[src/rtl/if_fetch_unit.sv]
// Instruction-fetch front end: owns the PC and runs a req/ready handshake to a
// variable-latency instruction memory, honouring freeze and branch redirects.
module if_fetch_unit #(
  parameter logic [31:0] RESET_PC = 32'h0000_0000
) (
  input  logic        clk,
  input  logic        rst,
  input  logic        freeze,
  input  logic        branch_taken,
  input  logic [31:0] branch_addr,
  output logic        imem_req,
  output logic [31:0] imem_addr,
  input  logic        imem_ready,
  input  logic [31:0] imem_rdata,
  output logic        if_valid,
  output logic [31:0] PC,
  output logic [31:0] instruction,
  output logic        fetch_stall
);

  typedef enum logic [1:0] {FETCH, READY, SQUASH} state_t;

  state_t      state_q, state_d;
  logic [31:0] pc_q, pc_d;
  logic [31:0] buf_q, buf_d;
  logic [31:0] stale_q, stale_d;
  logic        consume;

  always_ff @(posedge clk) begin
    if (rst) begin
      state_q <= FETCH;
      pc_q    <= RESET_PC;
      buf_q   <= '0;
      stale_q <= '0;
    end else begin
      state_q <= state_d;
      pc_q    <= pc_d;
      buf_q   <= buf_d;
      stale_q <= stale_d;
    end
  end

  always_comb begin
    state_d     = state_q;
    pc_d        = pc_q;
    buf_d       = buf_q;
    stale_d     = stale_q;
    imem_req    = ~rst & (state_q != READY);
    // While squashing, the memory still owns the old request, so its address must not move.
    imem_addr   = (state_q == SQUASH) ? stale_q : pc_q;
    if_valid    = ~rst & ~branch_taken &
                  (((state_q == FETCH) & imem_ready) | (state_q == READY));
    instruction = (state_q == READY) ? buf_q : imem_rdata;
    PC          = pc_q + 32'd4;
    fetch_stall = ~if_valid;
    consume     = if_valid & ~freeze;

    if (branch_taken) begin
      pc_d = {branch_addr[31:2], 2'b00};
      unique case (state_q)
        FETCH: begin
          if (imem_ready) begin
            state_d = FETCH;
          end else begin
            state_d = SQUASH;
            stale_d = pc_q;
          end
        end
        READY:   state_d = FETCH;
        SQUASH:  state_d = imem_ready ? FETCH : SQUASH;
        default: state_d = FETCH;
      endcase
    end else begin
      unique case (state_q)
        FETCH: begin
          if (imem_ready) begin
            if (consume) begin
              pc_d = pc_q + 32'd4;
            end else begin
              buf_d   = imem_rdata;
              state_d = READY;
            end
          end
        end
        READY: begin
          if (consume) begin
            pc_d    = pc_q + 32'd4;
            state_d = FETCH;
          end
        end
        SQUASH: begin
          if (imem_ready) state_d = FETCH;
        end
        default: state_d = FETCH;
      endcase
    end
  end

endmodule
[config.mk]
export PLATFORM = sky130hd
export DESIGN_NAME = if_fetch_unit
export DESIGN_NICKNAME = d
export VERILOG_FILES = /design/src/rtl/if_fetch_unit.sv
export SDC_FILE = /design/constraint.sdc
export NUM_CORES = 1
export LEC_CHECK = 0
export BUFFER_PORTS_ARGS = -buffer_cell sky130_fd_sc_hd__buf_2
export CAP_MARGIN = 25
export CORE_ASPECT_RATIO = 1.2
export CORE_MARGIN = 2
export CORE_UTILIZATION = 25
export CTS_BUF_LIST = sky130_fd_sc_hd__clkbuf_8
export DETAILED_ROUTE_END_ITERATION = 8
export GPL_ROUTABILITY_DRIVEN = 0
export HOLD_SLACK_MARGIN = 0.05
export PLACE_DENSITY = 0.48
export SYNTH_ARGS = -nofsm -noshare
export SYNTH_HDL_FRONTEND = slang
export SYNTH_SLANG_ARGS = --single-unit
[constraint.sdc]
create_clock -name clk -period 2.75 [get_ports clk]
set_input_delay 0.275 -clock clk [delete_from_list [all_inputs] [get_ports clk]]
set_output_delay 0.275 -clock clk [all_outputs]
set_load 0.01 [all_outputs]
==> results.py <==
metrics = {
    "yosys": {
        "synthTopCellsByArea": "dfxtp_1 35%, mux2_2 13%, nand2_1 9.9%",
        "yosysUniqueCellTypes": 52,
        "ys.warnings.count": 0,
        "syn_area_mm2": 0.00534,
        "synthCells": 667,
        "ys_seq_area_share_pct": 35.2,
        "ys_seq_elements": 94,
        "post-synth-top-area-cell": "dfxtp_1",
        "syn-mean-instance-area_um2": 8.01,
        "synth_ff_type": "dfxtp_1",
        "synth_top_area_share_pct": 35.2,
        "synthArstFlopShare_pct": 0,
        "synth_edf_count": 0,
    },
    "power_and_ir_drop": {
        "p_total_mw": 3.08,
        "pwr_density_cell_mw_per_mm2": 465,
        "vdd_drop_max_uv": 200,
        "p_leak_nw": 2.62,
    },
    "die": {
        "coreArea_mm2": 0.0210,
        "fp-row-count": 58,
        "die_area_mm2": 0.0226,
        "die_y_um": 164,
        "initial_utilization_pct": 25.5,
        "ios": 168,
        "die_w_um": 137,
    },
    "routing": {
        "drt_iter0_drc": 335,
        "first_pass_iters": 5,
        "wirelength_mm": 17.2,
        "route.detailed.drc": 0,
        "postRouteAntennaNets": 0,
        "vias_per_cell": 4.77,
        "via_count": 5150,
        "wire_per_inst_um": 15.9,
    },
    "setup_path": {
        "end_kind": "output port",
        "critPathArrivalTime_ps": 2310,
        "cp.required_ps": 2480,
        "start_kind": "flop",
        "criticalPathCategory": "reg -> out",
        "cp_max_fo": 7,
    },
    "global_routing": {
        "grt_pass1_wl_mm": 26.7,
        "first_global_vias": 4785,
        "gr-usage-all-layers_pct": 15.2,
        "grt-ovfl-total": 0,
        "antenna_found_initial": 3,
        "grt_max_degree": 63,
    },
    "final_layout": {
        "regArea_mm2": 0.00188,
        "layout.nets": 874,
        "final_cells": 1079,
        "final_common_cell": "buf_2",
        "drive_gt1_share_pct": 34.4,
        "final_cell_mix": "160 x buf_2, 141 x nand2_1, 94 x dfxtp_1, 63 x a21oi_1, 62 x mux2_2",
        "multi_input_area_mm2": 0.00314,
        "synthToLayoutAreaGrowth_pct": 24.1,
        "fillers": 2297,
    },
    "sta": {
        "fin_tns_setup_ps": 0,
        "min_period_ps": 2580,
        "slew_headroom_pct": 52.8,
        "skew_ps": 10.6,
        "tightestPinTransition_ps": 708,
        "hold_ws_ps": 121,
        "setup_viol": 0,
        "fmax_mhz": 387,
        "finalMaxSlewViolations": 0,
        "rsz0062_at_grt": "false",
        "final.setup.worst_slack_ps": 167,
        "period_share_pct": 93.9,
        "hold_viol": 0,
    },
    "job": {
        "maxCapViolCount": 0,
    },
    "status": {
        "status": "finished clean",
    },
    "clocking": {
        "cts_root_buf": "clkbuf_8",
        "cts_resized": 0,
        "cts_setup_buffers": 0,
        "hold_buffers": 0,
        "ctsLongestPathBuffers": 2,
        "clk-insertion-delay-late_ps": 390,
        "h-tree-depth": 3,
        "cts_tree": "done",
        "cts.sinks": 94,
        "cts_buffers": 9,
        "path_clk_slew_ps": 100,
    },
    "place": {
        "place_ws_ps": 374,
        "placed_cells": 1063,
        "place_hpwl_mm": 12.2,
        "port_buffers": 161,
    },
    "hold_path": {
        "hp-class": "in -> reg",
    },
}
-- path summary, 6_finish.rpt --
check | startpoint | to | slack (ps) | depth (start not counted)
worst max-delay path | pc_q[3]$_SDFFE_PP0P_ | PC[30] | 170 | 6
worst max register to register | pc_q[3]$_SDFFE_PP0P_ | pc_q[22]$_SDFFE_PP0P_ | 310 | 5
worst min register to register | stale_q[26]$_SDFFE_PP0P_ | stale_q[26]$_SDFFE_PP0P_ | 460 | 2
worst min-delay path | imem_rdata[23] | buf_q[23]$_SDFFE_PP0P_ | 120 | 3
-- worst max-delay path, cell delays in order (launching register included) --
cell     delay (ps)
dfxtp_1         480
ha_1            330
nand2_1         120
nor2_1          380
nand3_1         150
xnor2_1         270
buf_2           190
-- flip-flops by register name (all words and copies together), names as in the netlist --
signal   cells
pc_q        30
stale_q     30
buf_q       32
state_q      2
-- synthesized netlist by cell type (all sizes together), types with 12 or more instances --
master  count
a21oi      63
xnor2      28
buf        19
nand3      16
nand2     141
nand4      19
dfxtp      94
clkbuf     48
nor2       33
a311oi     14
inv        12
mux2       62
-- layout make-up --
cell class | instances | area share (%)
sequential | 94 | 28.4
antenna | 1 | 0.0378
tap | 270 | 5.10
clock inverter | 6 | 1.08
clock buffer | 9 | 1.87
timing repair buffer | 190 | 15.5
inverter | 12 | 0.680
multi-input combinational | 497 | 47.4
-- report_power, final --
part / switching [mW] / internal (mW) / leakage (nW) / total (mW)
Sequential: 0.0811 / 1.43 / 0.770 / 1.51
Clock: 0.558 / 0.424 / 0.0923 / 0.982
Combinational: 0.327 / 0.263 / 1.76 / 0.590
-- metrics by stage --
stage                     cell area [um2]  util [%]
after CTS                            6630      31.6
after floorplan                      5350         -
after detailed placement             6430      30.7
after global routing                 6630      31.6
after global placement               6430      30.7
final                                6630      31.6
-- cells by family (layout without fill, tap and decap cells) --
family | count (synthesis) | after routing | synth area share [%]
AND/OR/NAND/NOR | 273 | 273 | 24.8
adder cells (fa/ha/maj) | 1 | 1 | 0.234
other | 1 | 5 | 0.0702
multiplexers | 62 | 62 | 13.1
AO/OA/AOI/OAI | 121 | 121 | 14.3
flip-flops | 94 | 94 | 35.2
XOR/XNOR | 36 | 36 | 5.90
buffers and inverters | 79 | 217 | 6.42
-- routing by layer --
| metal | global-route usage, % | vias up | wire length (um) |
|---|---|---|---|
| li1 | - | 2610 | - |
| met2 | 24.5 | 132 | 8170 |
| met4 | 5.48 | 4 | 298 |
| met3 | 3.09 | 22 | 871 |
| met1 | 20.1 | 2382 | 7810 |
| met5 | 0 | - | 24 |
(Power assumes the default switching activity.)
